### src/rtl/tag_ram_sync_nway_pkg.sv
// tag_ram_pkg: shared op encodings, FSM state type and way-index width helper
// for the N-way tag RAM.
package tag_ram_pkg;
   localparam logic [1:0] OP_LOOKUP  = 2'b00;
   localparam logic [1:0] OP_FILL    = 2'b01;
   localparam logic [1:0] OP_INV_WAY = 2'b10;
   localparam logic [1:0] OP_INV_IDX = 2'b11;
   typedef enum logic {INIT, READY} state_t;
   function automatic int wwidth(input int ways);
      return (ways > 1) ? $clog2(ways) : 1;
   endfunction
endpackage

### src/rtl/tag_ram_sync_nway_if.sv
// tag_ram_sync_nway_if: request/response/init bundle between the cache
// controller (master) and the tag RAM (slave).
interface tag_ram_sync_nway_if import tag_ram_pkg::*; #(
   parameter int AWIDTH = 3,
   parameter int TWIDTH = 14,
   parameter int WAYS   = 2
);
   localparam int WWIDTH = wwidth(WAYS);
   logic                   req_valid;
   logic                   req_ready;
   logic [1:0]             req_op;
   logic [AWIDTH-1:0]      req_addr;
   logic [WWIDTH-1:0]      req_way;
   logic [TWIDTH-1:0]      req_tag;
   logic                   rsp_valid;
   logic                   rsp_hit;
   logic [WWIDTH-1:0]      rsp_way;
   logic [WAYS*TWIDTH-1:0] rsp_tags;
   logic [WAYS-1:0]        rsp_vbits;
   logic                   init_start;
   logic                   init_busy;
   modport master (
      output req_valid, req_op, req_addr, req_way, req_tag, init_start,
      input  req_ready, rsp_valid, rsp_hit, rsp_way, rsp_tags, rsp_vbits, init_busy
   );
   modport slave (
      input  req_valid, req_op, req_addr, req_way, req_tag, init_start,
      output req_ready, rsp_valid, rsp_hit, rsp_way, rsp_tags, rsp_vbits, init_busy
   );
endinterface

### src/rtl/tag_ram_sync_nway_way.sv
// ram_sync_rw_way: one way of {valid, tag} storage with a registered read
// address; valid and tag have separate enables so invalidation keeps the tag.
module ram_sync_rw_way #(
   parameter int AWIDTH = 3,
   parameter int TWIDTH = 14
) (
   input  logic              clock,
   input  logic              reset_n,
   input  logic              rd_en,
   input  logic [AWIDTH-1:0] rd_addr,
   input  logic [AWIDTH-1:0] wr_addr,
   input  logic              wr_vld_en,
   input  logic              wr_tag_en,
   input  logic              wr_vld,
   input  logic [TWIDTH-1:0] wr_tag,
   output logic              rd_vld,
   output logic [TWIDTH-1:0] rd_tag
);
   localparam int DEPTH = 1 << AWIDTH;
   logic              mem_vld_q [DEPTH];
   logic [TWIDTH-1:0] mem_tag_q [DEPTH];
   logic [AWIDTH-1:0] rd_addr_q, rd_addr_d;
   always_comb rd_addr_d = rd_en ? rd_addr : rd_addr_q;
   always_ff @(posedge clock or negedge reset_n) begin
      if (!reset_n) rd_addr_q <= '0;
      else rd_addr_q <= rd_addr_d;
   end
   always_ff @(posedge clock) begin
      if (wr_vld_en) mem_vld_q[wr_addr] <= wr_vld;
      if (wr_tag_en) mem_tag_q[wr_addr] <= wr_tag;
   end
   assign rd_vld = mem_vld_q[rd_addr_q];
   assign rd_tag = mem_tag_q[rd_addr_q];
endmodule

### src/rtl/tag_ram_sync_nway.sv
// tag_ram_sync_nway: N-way tag RAM with clear sweep FSM, write decode and a
// registered hit compare / priority encode one cycle after the read.
module tag_ram_sync_nway import tag_ram_pkg::*; #(
   parameter int AWIDTH = 3,
   parameter int TWIDTH = 14,
   parameter int WAYS   = 2
) (
   input logic                 clock,
   input logic                 reset_n,
   tag_ram_sync_nway_if.slave  bus
);
   localparam int DEPTH  = 1 << AWIDTH;
   localparam int WWIDTH = wwidth(WAYS);
   state_t                 state_q, state_d;
   logic [AWIDTH-1:0]      idx_q, idx_d, wr_addr;
   logic                   lk_q, lk_d, accept, sweep, wr_vld, hit;
   logic [TWIDTH-1:0]      cmp_tag_q, cmp_tag_d, wr_tag;
   logic [WAYS-1:0]        wr_vld_en, wr_tag_en, rd_vld, rsp_vbits_q, rsp_vbits_d;
   logic [TWIDTH-1:0]      rd_tag [WAYS];
   logic [WWIDTH-1:0]      hit_way, rsp_way_q, rsp_way_d;
   logic [WAYS*TWIDTH-1:0] rd_tags, rsp_tags_q, rsp_tags_d;
   logic                   rsp_valid_q, rsp_valid_d, rsp_hit_q, rsp_hit_d;
   always_ff @(posedge clock or negedge reset_n) begin
      if (!reset_n) begin
         state_q <= INIT;
         idx_q   <= '0;
      end else begin
         state_q <= state_d;
         idx_q   <= idx_d;
      end
   end
   always_comb begin
      state_d = (state_q == INIT) ? ((idx_q == AWIDTH'(DEPTH - 1)) ? READY : INIT)
                                  : (bus.init_start ? INIT : READY);
      idx_d   = (state_q == INIT) ? idx_q + AWIDTH'(1) : '0;
   end
   // Sweep owns the write port; requests are only accepted outside it.
   always_comb begin
      sweep         = (state_q == INIT);
      bus.req_ready = !sweep;
      bus.init_busy = sweep;
      accept        = bus.req_valid && !sweep;
      wr_addr       = sweep ? idx_q : bus.req_addr;
      wr_vld        = !sweep && (bus.req_op == OP_FILL);
      wr_tag        = sweep ? '0 : bus.req_tag;
      lk_d          = accept && (bus.req_op == OP_LOOKUP);
      cmp_tag_d     = lk_d ? bus.req_tag : cmp_tag_q;
      wr_vld_en     = '0;
      wr_tag_en     = '0;
      for (int w = 0; w < WAYS; w++) begin
         wr_tag_en[w] = sweep || (accept && bus.req_op == OP_FILL && WWIDTH'(w) == bus.req_way);
         wr_vld_en[w] = wr_tag_en[w] || (accept && (bus.req_op == OP_INV_IDX ||
                        (bus.req_op == OP_INV_WAY && WWIDTH'(w) == bus.req_way)));
      end
   end
   for (genvar w = 0; w < WAYS; w++) begin : g_way
      ram_sync_rw_way #(.AWIDTH(AWIDTH), .TWIDTH(TWIDTH)) u_way (
         .clock(clock), .reset_n(reset_n), .rd_en(lk_d), .rd_addr(bus.req_addr),
         .wr_addr(wr_addr), .wr_vld_en(wr_vld_en[w]), .wr_tag_en(wr_tag_en[w]),
         .wr_vld(wr_vld), .wr_tag(wr_tag), .rd_vld(rd_vld[w]), .rd_tag(rd_tag[w])
      );
   end
   always_comb begin
      hit     = 1'b0;
      hit_way = '0;
      rd_tags = '0;
      for (int i = WAYS - 1; i >= 0; i--) begin
         rd_tags[i*TWIDTH +: TWIDTH] = rd_tag[i];
         if (rd_vld[i] && rd_tag[i] == cmp_tag_q) begin
            hit     = 1'b1;
            hit_way = WWIDTH'(i);
         end
      end
      rsp_valid_d = lk_q;
      rsp_hit_d   = lk_q ? hit : rsp_hit_q;
      rsp_way_d   = lk_q ? hit_way : rsp_way_q;
      rsp_tags_d  = lk_q ? rd_tags : rsp_tags_q;
      rsp_vbits_d = lk_q ? rd_vld : rsp_vbits_q;
   end
   always_ff @(posedge clock or negedge reset_n) begin
      if (!reset_n) begin
         lk_q        <= 1'b0;
         cmp_tag_q   <= '0;
         rsp_valid_q <= 1'b0;
         rsp_hit_q   <= 1'b0;
         rsp_way_q   <= '0;
         rsp_tags_q  <= '0;
         rsp_vbits_q <= '0;
      end else begin
         lk_q        <= lk_d;
         cmp_tag_q   <= cmp_tag_d;
         rsp_valid_q <= rsp_valid_d;
         rsp_hit_q   <= rsp_hit_d;
         rsp_way_q   <= rsp_way_d;
         rsp_tags_q  <= rsp_tags_d;
         rsp_vbits_q <= rsp_vbits_d;
      end
   end
   assign bus.rsp_valid = rsp_valid_q;
   assign bus.rsp_hit   = rsp_hit_q;
   assign bus.rsp_way   = rsp_way_q;
   assign bus.rsp_tags  = rsp_tags_q;
   assign bus.rsp_vbits = rsp_vbits_q;
endmodule

### src/flat_wrapper.sv
// flat-port wrapper written by rule: the top's interface ports become plain ports
module tag_ram_sync_nway_flat import tag_ram_pkg::*;
#(
   parameter int AWIDTH = 3,
   parameter int TWIDTH = 14,
   parameter int WAYS   = 2
)
  (clock, reset_n, bus_req_valid, bus_req_op, bus_req_addr, bus_req_way, bus_req_tag, bus_init_start, bus_req_ready, bus_rsp_valid, bus_rsp_hit, bus_rsp_way, bus_rsp_tags, bus_rsp_vbits, bus_init_busy);
  tag_ram_sync_nway_if #(.AWIDTH(AWIDTH), .TWIDTH(TWIDTH), .WAYS(WAYS)) bus_i ();
  input logic clock;
  input logic reset_n;
  input wire logic [$bits(bus_i.req_valid)-1:0] bus_req_valid;
  input wire logic [$bits(bus_i.req_op)-1:0] bus_req_op;
  input wire logic [$bits(bus_i.req_addr)-1:0] bus_req_addr;
  input wire logic [$bits(bus_i.req_way)-1:0] bus_req_way;
  input wire logic [$bits(bus_i.req_tag)-1:0] bus_req_tag;
  input wire logic [$bits(bus_i.init_start)-1:0] bus_init_start;
  output wire logic [$bits(bus_i.req_ready)-1:0] bus_req_ready;
  output wire logic [$bits(bus_i.rsp_valid)-1:0] bus_rsp_valid;
  output wire logic [$bits(bus_i.rsp_hit)-1:0] bus_rsp_hit;
  output wire logic [$bits(bus_i.rsp_way)-1:0] bus_rsp_way;
  output wire logic [$bits(bus_i.rsp_tags)-1:0] bus_rsp_tags;
  output wire logic [$bits(bus_i.rsp_vbits)-1:0] bus_rsp_vbits;
  output wire logic [$bits(bus_i.init_busy)-1:0] bus_init_busy;
  assign bus_i.req_valid = bus_req_valid;
  assign bus_i.req_op = bus_req_op;
  assign bus_i.req_addr = bus_req_addr;
  assign bus_i.req_way = bus_req_way;
  assign bus_i.req_tag = bus_req_tag;
  assign bus_i.init_start = bus_init_start;
  assign bus_req_ready = bus_i.req_ready;
  assign bus_rsp_valid = bus_i.rsp_valid;
  assign bus_rsp_hit = bus_i.rsp_hit;
  assign bus_rsp_way = bus_i.rsp_way;
  assign bus_rsp_tags = bus_i.rsp_tags;
  assign bus_rsp_vbits = bus_i.rsp_vbits;
  assign bus_init_busy = bus_i.init_busy;
  tag_ram_sync_nway #(.AWIDTH(AWIDTH), .TWIDTH(TWIDTH), .WAYS(WAYS)) u_core (.clock(clock), .reset_n(reset_n), .bus(bus_i));
endmodule
### config.mk
export PLATFORM = sky130hd
export DESIGN_NAME = tag_ram_sync_nway_flat
export DESIGN_NICKNAME = d
export VERILOG_FILES = /design/src/rtl/tag_ram_sync_nway_pkg.sv /design/src/rtl/tag_ram_sync_nway_if.sv /design/src/rtl/tag_ram_sync_nway_way.sv /design/src/rtl/tag_ram_sync_nway.sv /design/src/flat_wrapper.sv
export SDC_FILE = /design/constraint.sdc
export NUM_CORES = 1
export LEC_CHECK = 0
export CORE_UTILIZATION = 48
export DETAILED_ROUTE_END_ITERATION = 12
export PLACE_DENSITY_LB_ADDON = 0.15
export RECOVER_POWER = 100
export SETUP_SLACK_MARGIN = 0.5
export SLEW_MARGIN = 20
export SYNTH_ARGS = -nofsm -noshare
export SYNTH_HDL_FRONTEND = slang
export SYNTH_SLANG_ARGS = --single-unit
### constraint.sdc
create_clock -name clock -period 4.66 [get_ports clock]
set_input_delay 1.398 -clock clock [delete_from_list [all_inputs] [get_ports clock]]
set_output_delay 1.398 -clock clock [all_outputs]
set_load 0.01 [all_outputs]
==> impl_metrics.csv, run 1 <==
group,metric,value,unit
timing,fmax,0.2524,GHz
timing,hold_violations,0,
synth,synth.top_cell.area_share,61.48,%
worst_setup_path,rr_startpoint,"u_core.g_way[0].u_way.rd_addr_q[0]",
placed_design,port_buffers,58,
clock_network,path_clk_slew,0.06,ns
worst_setup_path,startpoint,"u_core.bus.req_ready",
grt,grt_overflow,0,
worst_hold_path,worstHoldStart,"u_core.bus.rsp_tags[12]",
synth,synth_xor_area_share,2.017,%
worst_hold_path,hold_class,"flip-flop to flip-flop",
drt,dr.pass1.iters,5,
timing,finalMaxSlewViolations,92,
drt,wirelength,25.55,mm
synth,synth_area_per_cell,18.32,sq um
synth,synth_top_family_by_area,"multiplexers",
drt,drtIter0Drc,643,
drt,drc,0,
timing,worst_slew_pin_slew,2.054,ns
grt,grt_first_pass_wirelength,38.93,mm
finish,syn2layout_area_growth,16.30,%
run_status,status,"complete, but fails checks",
clock_network,clk_path_buf_depth,3,
finish,stdcell_count,1070,
synth,syn_nets,666,
timing,rsz0062_at_grt,"no",
timing,fin_crit_sh,85.03,%
power_and_ir_drop,vdd.ir_drop.worst,0.0003239,V
drt,viasPerCell,5.683,
synth,ys_top_cells_by_area,"edfxtp_1, dfrtp_1, mux4_2",
worst_setup_path,r2r_slack,0.92,ns
timing,setup_total_negative_slack,0,ns
timing,layout_min_cycle_time,3.962,ns
clock_network,h-tree-depth,1,
power_and_ir_drop,p_sw_share,33.57,%
floorplanning,die_width,158.3,microns
clock_network,clock-root-buffer,"clkbuf_16",
finish,layout-drive-gt1-share,17.31,%
power_and_ir_drop,intPower,6988,uW
power_and_ir_drop,combPwrFrac,34.2,%
synth,synthCells,640,
synth,synth_async_sr_flop_share,18.64,%
synth,synth_edf_count,240,
synth,yosysWarnings,0,
clock_network,cts-resized-gates,0,
synth,ys_types,42,
timing,slew_headroom,-36.96,%
placed_design,gp_congestion,0.8386,
drt,detail_route.wl_per_cell,23.88,microns
finish,final_nets,753,
finish,regArea,8586,sq um
power_and_ir_drop,clkPwrFrac,21.9,%
worst_setup_path,cp-end-kind,"output pin",
grt,antenna_found_initial,0,
clock_network,cts_tree,"done",
floorplanning,fp-row-count,56,
synth,synth.cell_area,11720,sq um
placed_design,dp_cells,1014,
clock_network,cts_num_sinks,295,
synth,synth_mux_area_share,16.00,%
clock_network,clkLatencyLatePin,0.55,ns
grt,grt_util_all_layers,21.59,%
synth,synth_compound_area_share,2.668,%
clock_network,postCtsHoldBufs,0,
clock_network,post_cts_buffers,0,
floorplanning,die_h,158.3,microns
synth,synth-adder-area-share,0.2135,%
floorplanning,core_area,23680,sq um
power_and_ir_drop,power_density,771.6,nW/um^2
worst_setup_path,crit_required,3.26,ns
finish,fill_cells,1828,
synth,post-synth-top-area-cell,"edfxtp_1",
drt,dr_total_vias,6081,
synth,ys.flop_type,"edfxtp_1",
floorplanning,die_area,25050,sq um
power_and_ir_drop,power.net_switching,3531,uW
job,cap_violations,2,
synth,ys_seq_area_share,73.22,%
floorplanning,initial_utilization,49.50,%
floorplanning,io_pins,59,
power_and_ir_drop,p_seq_share,44.0,%
worst_setup_path,worstPathArrival,2.56,ns
grt,grt_pass1_vias,6258,
power_and_ir_drop,p_leak,0.004800,uW
synth,synth-seq-cells,295,
timing,fin_skew,0.01690,ns
finish,multi_input_area,2952,sq um
worst_setup_path,cp-start-kind,"flip-flop",
drt,ant_nets,0,
timing,setup_viol,0,
grt,grt_max_degree,54,
finish,n_antenna_cell,0,
worst_setup_path,critical_path_class,"flip-flop to output pin",
clock_network,cts_buffers,30,
worst_setup_path,crit_path_max_fanout,25,
placed_design,dpl.hpwl,16.89,mm
run_status,violations,"capacitance limit, slew limit",
synth,synthSimpleGateAreaFrac,4.280,%
[routing by layer]
metal  GRT usage [%]  part of all wire (%)  up-vias
li1                -                     -     2675
met1           31.74                    45     3175
met2           34.57                    48      200
met3           2.940                   5.9       31
met4           4.808                   1.5        0
met5               0                     0        -
[per-stage QoR]
step	setup WS (ns)	hold WS, ns	util (%)	power, uW	area, sq um
global placement	1.258	0.4729	53.85	8309	12750
global route	0.4724	0.5159	57.57	11060	13630
detailed placement	1.186	0.4731	53.85	8427	12750
floorplan	1.591	0.3519	-	6884	11720
finish	0.6976	0.4812	57.57	10520	13630
CTS	0.8173	0.4883	57.90	10750	13710
[path summary, 6_finish.rpt]
kind                                           endpoint  cells past startpoint
worst max-delay path                      bus_init_busy                      2
worst min-delay path            u_core.bus.rsp_tags[12]                      2
worst max register to register       u_core.bus.rsp_hit                      8
worst min register to register  u_core.bus.rsp_tags[12]                      2
max in group asynchronous       u_core.bus.rsp_tags[14]                      2
min in group asynchronous       u_core.bus.rsp_vbits[0]                      1
[cell type report]
type | count | share of cell area, %
Clock buffer | 47 | 6.571
Clock inverter | 9 | 0.4681
Inverter | 6 | 0.1652
Multi-Input combinational cell | 309 | 21.65
Sequential cell | 295 | 62.98
Tap cell | 319 | 2.928
Timing Repair Buffer | 85 | 5.240
[kinds of logic after synthesis]
group / Yosys count
fa+ha+maj: 2
simple gates: 111
mux: 115
xor+xnor: 27
flops: 295
compound gates: 54
buf+inv: 36
[worst max-delay path: stages, from the launching register on]
cell,delay (ns)
dfrtp_1,0.94
inv_1,0.37
dlygate4sd3_1,0.71
[layout by cell type, fill, tap and decap left out, types with 2 or more instances in the layout]
master	Yosys	routed
mux2i_1	33	33
edfxtp_1	240	240
clkbuf_1	11	31
nor4_1	4	4
a41oi_1	2	2
xor2_1	12	12
and2_0	0	14
clkdlybuf4s50_1	0	5
nor2b_1	3	3
dlygate4sd3_1	0	52
a22oi_1	2	2
a22o_1	2	2
xnor2_1	15	15
nand3_1	2	2
clkbuf_16	0	31
mux4_2	49	49
dfrtp_2	0	2
buf_4	2	6
a21oi_1	27	27
nand4_1	2	2
mux2_2	27	27
mux4_1	3	3
nand2_1	12	12
ha_1	2	2
or3_1	3	3
clkinv_1	0	5
o21ai_0	13	13
mux2i_4	2	2
inv_1	6	6
nor2_1	66	66
dfrtp_1	55	53
and3_1	2	2
clkbuf_8	0	6
clkinv_2	0	3
o22a_1	2	2
[power by group through the flow]
| stage | logic [uW] | registers, uW | clock network (uW) |
|---|---|---|---|
| 2_1_floorplan | 2430 | 4450 | 0 |
| 3_3_place_gp | 3700 | 4600 | 0 |
| 3_5_place_dp | 3760 | 4670 | 0 |
| 4_1_cts | 3780 | 4620 | 2340 |
| 5_1_grt | 3890 | 4730 | 2450 |
| 6_report | 3600 | 4620 | 2300 |
[registers in the layout (all words and copies together) (netlist names)]
signal	count
u_core.bus.req_ready	1
u_core.bus.rsp_hit	1
u_core.bus.rsp_tags	28
u_core.bus.rsp_valid	1
u_core.bus.rsp_vbits	2
u_core.bus.rsp_way	1
u_core.cmp_tag_q	14
u_core.g_way.u_way.mem_tag_q	224
u_core.g_way.u_way.mem_vld_q	16
u_core.g_way.u_way.rd_addr_q	3
u_core.idx_q	3
u_core.lk_q	1
[synthesized netlist by cell type, types with 2 or more instances]
library cell	n
nor2_1	66
mux4_2	49
mux4_1	3
and2_1	14
ha_1	2
o21ai_0	13
o22a_1	2
or3_1	3
nand4_1	2
buf_1	3
xnor2_1	15
a22o_1	2
a22oi_1	2
nand2_1	12
xor2_1	12
nor2b_1	3
mux2i_4	2
nor4_1	4
edfxtp_1	240
a41oi_1	2
buf_6	2
inv_1	6
nand3_1	2
buf_2	11
buf_4	2
dfrtp_1	55
mux2_2	27
clkbuf_1	11
mux2i_1	33
and3_1	2
a21oi_1	27
Power figures use the tool's default switching activity.
==> run 2: changes to the inputs <==
--- a/config.mk
+++ b/config.mk
@@ -7,7 +7,7 @@
 export LEC_CHECK = 0
 export CORE_UTILIZATION = 48
 export DETAILED_ROUTE_END_ITERATION = 12
-export PLACE_DENSITY_LB_ADDON = 0.15
+export PLACE_DENSITY = 0.7
 export RECOVER_POWER = 100
 export SETUP_SLACK_MARGIN = 0.5
 export SLEW_MARGIN = 20
==> constraint.sdc (replaced) <==
create_clock -name clock -period 4.75 [get_ports clock]
set_input_delay 1.425 -clock clock [delete_from_list [all_inputs] [get_ports clock]]
set_output_delay 1.425 -clock clock [all_outputs]
set_load 0.01 [all_outputs]
==> impl_metrics.csv, run 2 (same netlist as run 1, synthesis figures left out) <==
group,metric,value,unit
run_status,status,"complete, but fails checks",
run_status,violations,"capacitance limit, slew limit",
worst_hold_path,hold_class,"flip-flop to flip-flop",
clock_network,cts_tree,"done",
finish,n_antenna_cell,0,
worst_setup_path,critPathBufInv,2,
drt,drc,0,
clock_network,cts_buffers,30,
grt,grt_pass1_vias,6263,
power_and_ir_drop,p_sw_share,33.67,%
floorplanning,fp-row-count,56,
timing,slew_headroom,-14.52,%
drt,detail_route.wl_per_cell,23.49,microns
power_and_ir_drop,p_seq_share,43.8,%
timing,setup_total_negative_slack,0,ns
drt,ant_nets,0,
floorplanning,initial_utilization,49.50,%
clock_network,clkLatencyLatePin,0.55,ns
finish,syn2layout_area_growth,16.59,%
finish,largest_register_ffs,224,
job,cap_violations,1,
worst_setup_path,cp-start-kind,"flip-flop",
worst_setup_path,rr_startpoint,"u_core.g_way[0].u_way.rd_addr_q[0]",
floorplanning,core_area,23680,sq um
clock_network,clk_path_buf_depth,3,
timing,fin_crit_sh,82.04,%
floorplanning,die_h,158.3,microns
placed_design,gp_congestion,0.8356,
grt,antenna_found_initial,0,
worst_setup_path,crit_path_max_fanout,25,
drt,wirelength,25.09,mm
worst_setup_path,r2r_slack,1.04,ns
power_and_ir_drop,clkPwrFrac,22.7,%
worst_setup_path,worstPathCellList,"inv_1 -> dlygate4sd3_1",
power_and_ir_drop,p_leak,0.004826,uW
clock_network,post_cts_buffers,0,
worst_setup_path,slowest_stage,"dfrtp_1",
timing,layout_min_cycle_time,3.897,ns
drt,dr.pass1.iters,5,
timing,rsz0062_at_grt,"no",
worst_setup_path,critPathMaxStageDelay,0.90,ns
finish,layout.cells.most_common,"edfxtp_1",
timing,fmax,0.2566,GHz
power_and_ir_drop,power.net_switching,3505,uW
finish,layout-drive-gt1-share,18.69,%
power_and_ir_drop,intPower,6903,uW
floorplanning,die_width,158.3,microns
finish,final_cell_area,13670,sq um
grt,grt_overflow,0,
clock_network,clock-root-buffer,"clkbuf_16",
placed_design,port_buffers,58,
drt,drtIter0Drc,616,
floorplanning,io_pins,59,
finish,largest-register,"u_core.g_way.u_way.mem_tag_q",
timing,hold_violations,0,
power_and_ir_drop,vdd.ir_drop.worst,0.0003349,V
worst_hold_path,hold_end,"u_core.idx_q[0]",
worst_setup_path,crit_family,"buffers and inverters",
finish,mostFrequentLayoutCells,"edfxtp_1, nor2_1, dfrtp_1",
timing,finalMaxSlewViolations,54,
worst_setup_path,rr_worst_depth,8,
grt,grt_max_degree,56,
drt,viasPerCell,5.652,
worst_hold_path,whs_path_depth,1,
worst_setup_path,r2r-end,"u_core.bus.rsp_hit",
clock_network,h-tree-depth,1,
grt,grt_first_pass_wirelength,38.23,mm
clock_network,postCtsHoldBufs,0,
timing,setup_viol,0,
finish,final_nets,751,
placed_design,dpl_cell_area,12740,sq um
worst_setup_path,worstPathArrival,2.47,ns
clock_network,cts-resized-gates,0,
power_and_ir_drop,power_density,761.5,nW/um^2
worst_hold_path,worstHoldStart,"u_core.idx_q[0]",
timing,worst_slew_pin_slew,1.718,ns
worst_setup_path,critical_path_class,"flip-flop to output pin",
timing,fin_skew,0.01008,ns
clock_network,path_clk_slew,0.06,ns
power_and_ir_drop,combPwrFrac,33.5,%
floorplanning,die_area,25050,sq um
grt,grt_util_all_layers,21.19,%
worst_setup_path,crit_required,3.32,ns
drt,dr_total_vias,6036,
placed_design,dpl.hpwl,16.41,mm
worst_setup_path,cp-end-kind,"output pin",
worst_setup_path,cp.depth,2,
clock_network,cts_num_sinks,295,
run 2: cell type report:
type	instances	area (sq um)
tap	319	399.1
clock inverter	16	173.9
sequential	295	8586
clock buffer	40	838.3
timing repair buffer	83	708.2
inverter	6	22.52
multi-input combinational	309	2939
fill	1842	10020
run 2: worst max-delay path by stage:
stage / startpoint / endpoint
after floorplan: bus_req_addr[0] / u_core.g_way[0].u_way.mem_tag_q[6][0]
after global placement: bus_req_op[0] / u_core.g_way[0].u_way.rd_addr_q[0]
after detailed placement: bus_req_op[0] / u_core.g_way[0].u_way.rd_addr_q[0]
after CTS: u_core.bus.req_ready / bus_init_busy
after global routing: u_core.g_way[0].u_way.rd_addr_q[0] / u_core.bus.rsp_hit
final: u_core.bus.req_ready / bus_init_busy
run 2: power by group through the flow:
stage	clock network [uW]	logic [uW]	registers (uW)
2_1_floorplan	0	2380	4370
3_3_place_gp	0	3580	4530
3_5_place_dp	0	3640	4600
4_1_cts	2400	3660	4550
5_1_grt	2490	3760	4660
6_report	2360	3490	4560
run 2: routing by layer:
metal / up-vias / GRT usage, % / part of all wire, % / wire length, microns
li1: 2667 / - / - / -
met1: 3102 / 29.61 / 43 / 10710
met2: 227 / 34.46 / 48 / 12070
met3: 40 / 4.164 / 7.4 / 1855
met4: 0 / 5.128 / 1.8 / 456
met5: - / 0 / 0 / 0
run 2: metrics by stage:
| step | std cells | utilization (%) | hold WS (ns) | setup slack (ns) | power (uW) |
|---|---|---|---|---|---|
| after floorplan | 640 | - | 0.3519 | 1.654 | 6754 |
| after global placement | 1012 | 53.78 | 0.4674 | 1.275 | 8111 |
| after detailed placement | 1012 | 53.78 | 0.4748 | 1.240 | 8232 |
| after CTS | 1068 | 58.06 | 0.4831 | 0.9716 | 10610 |
| after global routing | 1068 | 57.71 | 0.5195 | 0.7101 | 10910 |
| final | 1068 | 57.71 | 0.4807 | 0.8529 | 10410 |
